===== config.mk =====
export PLATFORM = sky130hd
export DESIGN_NAME = time_set_ctrl
export DESIGN_NICKNAME = d
export VERILOG_FILES = /design/src/rtl/time_set_ctrl.sv
export SDC_FILE = /design/constraint.sdc
export NUM_CORES = 1
export LEC_CHECK = 0
export CAP_MARGIN = 20
export CORE_MARGIN = 10
export CORE_UTILIZATION = 52
export DETAILED_ROUTE_END_ITERATION = 12
export PLACE_DENSITY = 0.77
export SLEW_MARGIN = 20
export SYNTH_ARGS = -nofsm -noshare
export SYNTH_HDL_FRONTEND = slang
export SYNTH_SLANG_ARGS = --single-unit

===== constraint.sdc =====
create_clock -name sys_clk -period 3.6 [get_ports sys_clk]
set_input_delay 0.9 -clock sys_clk [delete_from_list [all_inputs] [get_ports sys_clk]]
set_output_delay 0.9 -clock sys_clk [all_outputs]
set_load 0.02 [all_outputs]

===== src/rtl/time_set_ctrl.sv =====
// time_set_ctrl: front-panel mode/setting controller for the digital clock.
// Synchronises and debounces the mode/hour/minute buttons, sequences the
// RUN_HM -> RUN_MS -> SET_HOUR -> SET_MIN mode ring, issues run-enable and
// increment/clear pulses to the time counters, and selects the BCD word and
// blink mask for the 4-digit display.
// Optional feature: define AUTO_REPEAT_EN to auto-repeat held hour/min buttons.
module time_set_ctrl #(
  parameter int DEB_CNT    = 999_999,
  parameter int BLINK_CNT  = 24_999_999,
  parameter int TIMEOUT_S  = 10,
  parameter int REPEAT_DLY = 49_999_999,
  parameter int REPEAT_PER = 19_999_999
) (
  input  logic        sys_clk,
  input  logic        sys_rst_p,
  input  logic        btn_mode,
  input  logic        btn_hour,
  input  logic        btn_min,
  input  logic        tick_1hz,
  input  logic [7:0]  hour,
  input  logic [7:0]  min,
  input  logic [7:0]  sec,
  output logic        run_en,
  output logic        inc_hour,
  output logic        inc_min,
  output logic        clr_sec,
  output logic [15:0] disp_data,
  output logic [3:0]  blank,
  output logic [1:0]  mode
);

  typedef enum logic [1:0] {
    RUN_HM   = 2'd0,
    RUN_MS   = 2'd1,
    SET_HOUR = 2'd2,
    SET_MIN  = 2'd3
  } state_t;

  localparam int DEB_W = (DEB_CNT > 0) ? $clog2(DEB_CNT + 1) : 1;
  localparam int BLK_W = (BLINK_CNT > 0) ? $clog2(BLINK_CNT + 1) : 1;
  localparam int TO_W  = $clog2(TIMEOUT_S + 1);

  // button index: 0 = mode, 1 = hour, 2 = minute
  logic [2:0]       r_sync1, r_sync2, r_deb_lvl, r_deb_prev;
  logic [DEB_W-1:0] r_deb_cnt [0:2];
  logic [2:0]       w_press;
  state_t           r_state, w_next;
  logic             w_clr;
  logic             r_run_en, r_inc_hour, r_inc_min, r_clr_sec;
  logic [BLK_W-1:0] r_blk_cnt;
  logic             r_phase;
  logic [TO_W-1:0]  r_to_cnt;
  logic             w_rep, w_hour_acc, w_min_acc, w_any_press, w_in_set;
  logic             w_to_fire, w_set_entry;
  logic [15:0]      w_disp;
  logic [3:0]       w_blank;

  // two-flop synchroniser for the three asynchronous buttons
  always_ff @(posedge sys_clk or posedge sys_rst_p) begin
    if (sys_rst_p) begin
      r_sync1 <= 3'b000;
      r_sync2 <= 3'b000;
    end else begin
      r_sync1 <= {btn_min, btn_hour, btn_mode};
      r_sync2 <= r_sync1;
    end
  end

  // debounce: a level must differ for DEB_CNT+1 straight cycles to be taken
  always_ff @(posedge sys_clk or posedge sys_rst_p) begin
    if (sys_rst_p) begin
      for (int i = 0; i < 3; i++) r_deb_cnt[i] <= {DEB_W{1'b0}};
      r_deb_lvl  <= 3'b000;
      r_deb_prev <= 3'b000;
    end else begin
      r_deb_prev <= r_deb_lvl;
      for (int i = 0; i < 3; i++) begin
        if (r_sync2[i] != r_deb_lvl[i]) begin
          if (r_deb_cnt[i] == DEB_W'(DEB_CNT)) begin
            r_deb_lvl[i] <= r_sync2[i];
            r_deb_cnt[i] <= {DEB_W{1'b0}};
          end else begin
            r_deb_cnt[i] <= r_deb_cnt[i] + DEB_W'(1);
          end
        end else begin
          r_deb_cnt[i] <= {DEB_W{1'b0}};
        end
      end
    end
  end

  // press events are rising edges of the debounced level only
  assign w_press    = r_deb_lvl & ~r_deb_prev;
  assign w_in_set   = (r_state == SET_HOUR) || (r_state == SET_MIN);
  // a simultaneous mode press always wins over an increment
  assign w_hour_acc = (r_state == SET_HOUR) & (w_press[1] | w_rep) & ~w_press[0];
  assign w_min_acc  = (r_state == SET_MIN) & (w_press[2] | w_rep) & ~w_press[0];
  assign w_any_press = (|w_press) | w_rep;
  // a press in the same cycle as the last tick keeps the set state alive
  assign w_to_fire  = w_in_set & tick_1hz & ~w_any_press & (r_to_cnt == TO_W'(TIMEOUT_S - 1));

`ifdef AUTO_REPEAT_EN
  localparam int REP_W = $clog2(REPEAT_DLY + 1);
  logic [REP_W-1:0] r_rep_cnt;
  logic             r_rep_act;
  logic             w_rep_hold, w_rep_start;

  assign w_rep_hold  = ((r_state == SET_HOUR) & r_deb_lvl[1]) | ((r_state == SET_MIN) & r_deb_lvl[2]);
  assign w_rep_start = ~w_press[0] & (((r_state == SET_HOUR) & w_press[1]) | ((r_state == SET_MIN) & w_press[2]));
  assign w_rep       = r_rep_act & w_rep_hold & ~w_press[0] & (r_rep_cnt == REP_W'(REPEAT_DLY - 1));

  // hold timer: counts cycles since the press, reloads so repeats land every REPEAT_PER
  always_ff @(posedge sys_clk or posedge sys_rst_p) begin
    if (sys_rst_p) begin
      r_rep_act <= 1'b0;
      r_rep_cnt <= {REP_W{1'b0}};
    end else if (w_rep_start) begin
      r_rep_act <= 1'b1;
      r_rep_cnt <= REP_W'(1);
    end else if (r_rep_act & w_rep_hold & ~w_press[0]) begin
      r_rep_act <= 1'b1;
      if (w_rep) begin
        r_rep_cnt <= REP_W'(REPEAT_DLY - REPEAT_PER);
      end else begin
        r_rep_cnt <= r_rep_cnt + REP_W'(1);
      end
    end else begin
      r_rep_act <= 1'b0;
      r_rep_cnt <= {REP_W{1'b0}};
    end
  end
`else
  logic w_unused_rep;
  assign w_rep        = 1'b0;
  assign w_unused_rep = (REPEAT_DLY > REPEAT_PER);
`endif

  // mode state register
  always_ff @(posedge sys_clk or posedge sys_rst_p) begin
    if (sys_rst_p) begin
      r_state <= RUN_HM;
    end else begin
      r_state <= w_next;
    end
  end

  // next-state decode; leaving SET_MIN or timing out requests a seconds clear
  always_comb begin
    w_next = r_state;
    w_clr  = 1'b0;
    case (r_state)
      RUN_HM: begin
        if (w_press[0]) w_next = RUN_MS;
        else            w_next = RUN_HM;
      end
      RUN_MS: begin
        if (w_press[0]) w_next = SET_HOUR;
        else            w_next = RUN_MS;
      end
      SET_HOUR: begin
        if (w_press[0]) begin
          w_next = SET_MIN;
        end else if (w_to_fire) begin
          w_next = RUN_HM;
          w_clr  = 1'b1;
        end else begin
          w_next = SET_HOUR;
        end
      end
      SET_MIN: begin
        if (w_press[0] || w_to_fire) begin
          w_next = RUN_HM;
          w_clr  = 1'b1;
        end else begin
          w_next = SET_MIN;
        end
      end
      default: begin
        w_next = RUN_HM;
        w_clr  = 1'b0;
      end
    endcase
  end

  // registered control outputs, aligned with the state they belong to
  always_ff @(posedge sys_clk or posedge sys_rst_p) begin
    if (sys_rst_p) begin
      r_run_en   <= 1'b1;
      r_inc_hour <= 1'b0;
      r_inc_min  <= 1'b0;
      r_clr_sec  <= 1'b0;
    end else begin
      r_run_en   <= (w_next == RUN_HM) || (w_next == RUN_MS);
      r_inc_hour <= w_hour_acc;
      r_inc_min  <= w_min_acc;
      r_clr_sec  <= w_clr;
    end
  end

  assign w_set_entry = ((w_next == SET_HOUR) || (w_next == SET_MIN)) && (w_next != r_state);

  // blink timer; restarts on set entry and on each increment so the field shows at once
  always_ff @(posedge sys_clk or posedge sys_rst_p) begin
    if (sys_rst_p) begin
      r_blk_cnt <= {BLK_W{1'b0}};
      r_phase   <= 1'b0;
    end else if (w_set_entry | w_hour_acc | w_min_acc) begin
      r_blk_cnt <= {BLK_W{1'b0}};
      r_phase   <= 1'b0;
    end else if (r_blk_cnt == BLK_W'(BLINK_CNT)) begin
      r_blk_cnt <= {BLK_W{1'b0}};
      r_phase   <= ~r_phase;
    end else begin
      r_blk_cnt <= r_blk_cnt + BLK_W'(1);
    end
  end

  // inactivity timer: counts seconds in set states, any press restarts it
  always_ff @(posedge sys_clk or posedge sys_rst_p) begin
    if (sys_rst_p) begin
      r_to_cnt <= {TO_W{1'b0}};
    end else if (!w_in_set || w_any_press || w_to_fire) begin
      r_to_cnt <= {TO_W{1'b0}};
    end else if (tick_1hz) begin
      r_to_cnt <= r_to_cnt + TO_W'(1);
    end else begin
      r_to_cnt <= r_to_cnt;
    end
  end

  // display word and blink mask selected by the current mode
  always_comb begin
    w_disp  = {hour, min};
    w_blank = 4'b0000;
    case (r_state)
      RUN_HM:   w_disp = {hour, min};
      RUN_MS:   w_disp = {min, sec};
      SET_HOUR: w_blank = {r_phase, r_phase, 2'b00};
      SET_MIN:  w_blank = {2'b00, r_phase, r_phase};
      default: begin
        w_disp  = {hour, min};
        w_blank = 4'b0000;
      end
    endcase
  end

  assign run_en    = r_run_en;
  assign inc_hour  = r_inc_hour;
  assign inc_min   = r_inc_min;
  assign clr_sec   = r_clr_sec;
  assign disp_data = w_disp;
  assign blank     = w_blank;
  assign mode      = r_state;

endmodule

After elaboration in Yosys (flattened, before gate mapping)
Index checks and enable logic that the tools add are counted.
- memories kept: 0
- input port bits: 30
- output and inout port bits: 26
- word-level logic and storage cells: 91
- bits in writable memories: 0
- latch bits: 0
- register bits after elaboration: 108
- bits in read-only memories: 0
- shift operators: 0
- order comparisons: 0
- divide/modulo/power cells: 0
- add/subtract/negate cells: 5
- mux-type cells: 24
- bitwise logic cells: 14
- reduce and logical (&&, ||, !) cells: 16
- eq/ne operators: 15
- $mul: 0
- operators by type and width (operator ; number):
    2-to-1 mux 20 bit ; 6
    adder 20 x 1 -> 20 bit (second input constant) ; 3
    equality test 20 bit (second input constant) ; 3
    2-to-1 mux 25 bit ; 2
    adder 25 x 1 -> 25 bit (second input constant) ; 1
    equality test 25 bit (second input constant) ; 1
    2-to-1 mux 16 bit ; 1
    equality test 2 bit (second input constant) ; 4
    2-to-1 mux 2 bit ; 4
    2-to-1 mux 4 bit ; 2
    case mux 2 bit (4 select lines) ; 1
    case mux 4 bit (2 select lines) ; 1
    AND 1 bit ; 7
    logical OR 1 bit ; 6
    2-to-1 mux 1 bit ; 6
    AND reduction 2 bit ; 3
    adder 4 x 1 -> 4 bit (second input constant) ; 1
    equality test 2 x 1 -> 1 bit (second input constant) ; 2
    equality test 4 bit (second input constant) ; 1
    logical NOT 2 bit ; 2
    nonzero test 2 bit ; 2
    AND 3 bit ; 1
    != test 1 bit ; 3
    inverter 1 bit ; 3
    7 further kinds ; 8

Longest topological paths before layout
Gate-level depths: netlist (run 1).
- depth in word-level cells: 15
- gate-level depth with buffers: 6
- depth with buffers taken out: 6

Worst setup path after synthesis (run 1)
No wires, ideal clock.
- path type: register to output
- start point: register r_state[0] (netlist: mode[0])
- end point: output port disp_data[10]
- setup slack: 942 ps
- cell stages (with the launch flop): 5
- data required time: 2700 ps
- arrival: 1758 ps
- path buffers: 2
- cells stage by stage: dfrtp_1 > nor2b_1 > clkbuf_1 > clkbuf_1 > mux2_2
- longest elaborated chain between the ends: 2
- ends and longest elaborated chain (element ; line ; RTL):
    start, declared ; 47 ; state_t r_state, w_next;
    start signal, assigned ; 143 ; r_state <= w_next;
    equality test 2 x 1 -> 1 bit ; 235 ; case (r_state)
    2-to-1 mux 16 bit ; 235 ;
    end, declared ; 27 ; output logic [15:0] disp_data,
No other way between the ends.

Worst setup path after layout (run 1)
- start point: register r_state[0] (netlist: mode[0])
- end point: output port disp_data[11]
The elaborated chain is that of the path after synthesis.

==> flow_summary_export.csv, run 1 <==
group,metric,value,unit
timing,setup_violations,0,
placement,portBuffers,55,
floorplanning,die_w,122.5,um
final_layout,drive_gt1_share,8.361,%
cts,worstSkewPairLatency,0.37,ns
cts,cts_sinks,108,
worst_setup_path,crit_chain,"nor2b_1, buf_4, mux2_2, clkdlybuf4s50_1",
global_route,grt_max_degree,44,
global_route,antenna_found_initial,0,
drt,dr.pass1.iters,4,
power,clock_power_share,31.8,%
yosys,synthArstFlopShare,100.0,%
worst_setup_path,worstSetupPathType,"flip-flop to primary output",
timing,worstMarginPinSlew,1.031,ns
power,p_leak,2.513,nW
worst_setup_path,crit_slowest_cell,"clkdlybuf4s50_1",
drt,remaining_drc_errors,0,
worst_setup_path,setup.worst_path.end_class,"primary output",
worst_hold_path,min_path_type,"flip-flop to flip-flop",
floorplanning,dieArea,0.01501,sq mm
final_layout,fin_nets,641,
worst_setup_path,crit_cells,4,
worst_setup_path,reg2reg_depth,5,
final_layout,regArea,0.002704,sq mm
yosys,synth_seq_cells,108,
worst_setup_path,cp_num_buf_inv,2,
drt,via_per_inst,5.720,
cts,ctsResizeCount,0,
yosys,synthCells,550,
worst_setup_path,required,2.70,ns
final_layout,utilization,61.72,%
cts,htreeDepth,3,
power,power_frac_seq,61.6,%
drt,ant_nets,0,
timing,period_minus_slack,3.148,ns
yosys,yosysTopAreaCell,"dfrtp_1",
floorplanning,ios,56,
power,switchingPower,0.0004663,W
timing,period_share,87.46,%
timing,skew,0.01393,ns
worst_setup_path,r2r_slack,1.39,ns
final_layout,antenna_cells,0,
yosys,ys_top_cells_by_area,"dfrtp_1 49%, xnor2_1 4.8%, mux2_2 3.9%",
timing,clock.fmax,0.3176,GHz
final_layout,fill_cells,858,
drt,vias,4267,
yosys,synth_edf_count,0,
worst_setup_path,critPathMaxStageDelay,0.54,ns
placement,hpwl,8014,um
worst_setup_path,path_max_fanout,16,
cts,post_cts_buffers,0,
worst_setup_path,worstSetupStartpoint,"mode[0]$_DFF_PP0_",
yosys,synth_cell_type_count,43,
worst_setup_path,timing.rr.end,"r_blk_cnt[24]$_DFF_PP0_",
placement,gp_congestion,0.8549,
power,power_density,316.4,mW/mm^2
timing,grt_setup_unrepaired,"no",
power,intPower,0.001541,W
power,total_power,0.002007,W
floorplanning,core,0.01028,sq mm
cts,clk_pin_slew_worst_paths,0.10,ns
worst_setup_path,reg2reg_from,"r_blk_cnt[0]$_DFF_PP0_",
power,combPwrFrac,6.6,%
status,status,"finished, final reports clean",
timing,drv_slew,0,
final_layout,multi_input_area,0.002618,sq mm
cts,cts_inserted_buffers,9,
yosys,synth.avg_cell_area,9.932,sq um
drt,wl_per_cell,14.89,um
global_route,grt_pass1_vias,4164,
global_route,grt_use_total,15.50,%
flow_run,maxCapViolations,0,
cts,tritoncts,"built",
floorplanning,die-height,122.5,um
worst_setup_path,crit_end,"disp_data[11]",
worst_setup_path,worstSetupStartpointType,"flip-flop",
yosys,yosys_warnings,0,
drt,drt_iter0_drc,178,
timing,layout_setup_ws,0.4516,ns
worst_setup_path,crit_family,"buffers and inverters",
timing,hold_violations,0,
cts,clock-root-buffer,"clkbuf_8",
cts,cts_hold_buf,0,
floorplanning,rows,37,
yosys,syn_area,0.005463,sq mm
yosys,ys_top_cells_by_count,"107 x dfrtp_1, 56 x nor2_1, 38 x nand3_1, 30 x xnor2_1",
cts,cts_buffer_depth,2,
floorplanning,start_util,53.15,%
timing,relSlewSlack,31.07,%
global_route,grt-ovfl-total,0,
final_layout,syn2layout_area_growth,16.12,%
worst_setup_path,arrival,2.25,ns
power,peakVddDrop,0.1830,mV
yosys,synth_fp_nets,586,
yosys,synth-main-ff-cell,"dfrtp_1",
yosys,yosysMostFrequentCell,"dfrtp_1",
drt,drt-total-wl,11110,um
power,power_switching_share,23.24,%
yosys,ys_seq_area_share,49.50,%
global_route,grt_pass1_wl,19600,um
placement,detailedPlace.worstSlack,0.5391,ns
timing,setup-tns-final,0,ns
yosys,synth_top_area_share,49.02,%
==> cells by family (layout without fill, tap and decap cells) <==
family | count (synthesis) | after routing | share of synthesized area (%)
AND/OR/NAND/NOR | 256 | 256 | 25.77
AO/OA/AOI/OAI | 70 | 70 | 7.810
adder cells (fa/ha/maj) | 6 | 6 | 1.374
flip-flops | 108 | 108 | 49.50
multiplexers | 21 | 21 | 4.283
buffers and inverters | 36 | 96 | 2.771
XOR/XNOR | 53 | 53 | 8.497
==> per-layer routing <==
metal | global-route usage, % | share of wire (%) | vias up
met4 | 5.155 | 1.1 | 0
met1 | 20.68 | 47 | 2062
met3 | 2.893 | 5.1 | 10
li1 | - | - | 2102
met5 | 0 | 0 | -
met2 | 24.97 | 46 | 93
==> registers in the layout, summed over array words and instances, names as in the netlist <==
| register | count |
|---|---|
| clr_sec | 1 |
| inc_hour | 1 |
| inc_min | 1 |
| mode | 2 |
| r_blk_cnt | 25 |
| r_deb_cnt | 60 |
| r_deb_lvl | 3 |
| r_deb_prev | 3 |
| r_phase | 1 |
| r_sync1 | 3 |
| r_sync2 | 3 |
| r_to_cnt | 4 |
| run_en | 1 |
==> cells in the final DEF, fill, tap and decap left out, drive strengths merged, types with 3 or more instances in the layout <==
| cell type | instances |
|---|---|
| dfrtp | 107 |
| nor2 | 56 |
| clkdlybuf4s50 | 55 |
| nand3 | 39 |
| xnor2 | 30 |
| nand2 | 26 |
| nor3 | 26 |
| xor2 | 23 |
| o21ai | 23 |
| nand4 | 23 |
| mux2 | 19 |
| a21oi | 19 |
| or3 | 18 |
| inv | 16 |
| or4 | 15 |
| and3 | 14 |
| nor4 | 13 |
| a211oi | 13 |
| o31ai | 12 |
| clkbuf | 12 |
| buf | 8 |
| nor2b | 6 |
| ha | 6 |
| and4 | 5 |
| nand4b | 4 |
| and2 | 4 |
| clkinv | 3 |
==> stage by stage <==
| step | std cells | hold slack (ns) | cell area, sq um |
|---|---|---|---|
| 2_1_floorplan | 550 | 0.3312 | 5466 |
| 3_3_place_gp | 730 | 0.3344 | 6182 |
| 3_5_place_dp | 730 | 0.3347 | 6182 |
| 4_1_cts | 746 | 0.3485 | 6344 |
| 5_1_grt | 746 | 0.3630 | 6344 |
| 6_report | 746 | 0.3437 | 6344 |
==> power groups by stage <==
stage / Clock (W) / Sequential, W / Combinational, W
6_report: 0.000638 / 0.00124 / 0.000133
5_1_grt: 0.000709 / 0.00124 / 0.000150
4_1_cts: 0.000665 / 0.00124 / 0.000137
3_5_place_dp: 0 / 0.00126 / 0.000136
3_3_place_gp: 0 / 0.00126 / 0.000133
2_1_floorplan: 0 / 0.00126 / 0.0000643
==> worst register-to-register path, delay by kind of cell (launching register included) <==
family / cells / cell delay, ns
flip-flops: 1 / 0.39
adder cells (fa/ha/maj): 1 / 0.21
AND/OR/NAND/NOR: 3 / 1.21
AO/OA/AOI/OAI: 1 / 0.28
==> cell type report <==
cell class / count / area share, %
Sequential cell: 108 / 42.62
Multi-Input combinational cell: 406 / 41.26
Timing Repair Buffer: 63 / 9.822
Tap cell: 136 / 2.682
Clock buffer: 12 / 2.130
Inverter: 17 / 1.065
Clock inverter: 4 / 0.4142
==> worst min-delay path by stage <==
stage,from,end,depth (start not counted)
after global placement,r_sync1[0]$_DFF_PP0_,r_sync2[0]$_DFF_PP0_,0
after detailed placement,r_sync1[1]$_DFF_PP0_,r_sync2[1]$_DFF_PP0_,0
after global routing,r_sync1[0]$_DFF_PP0_,r_sync2[0]$_DFF_PP0_,0
final,r_sync1[0]$_DFF_PP0_,r_sync2[0]$_DFF_PP0_,0
after CTS,r_sync1[0]$_DFF_PP0_,r_sync2[0]$_DFF_PP0_,0
after floorplan,r_sync1[0]$_DFF_PP0_,r_sync2[0]$_DFF_PP0_,0
Note: power is estimated with default switching activity, not from simulation.
==> run 2, diff against run 1 <==
--- a/config.mk
+++ b/config.mk
@@ -8,6 +8,7 @@
 export CAP_MARGIN = 20
 export CORE_MARGIN = 10
 export CORE_UTILIZATION = 52
+export CTS_CLUSTER_SIZE = 28
 export DETAILED_ROUTE_END_ITERATION = 12
 export PLACE_DENSITY = 0.77
 export SLEW_MARGIN = 20
==> results of run 2 <==
No change in the layout: final DEF, timing and power equal those of run 1.
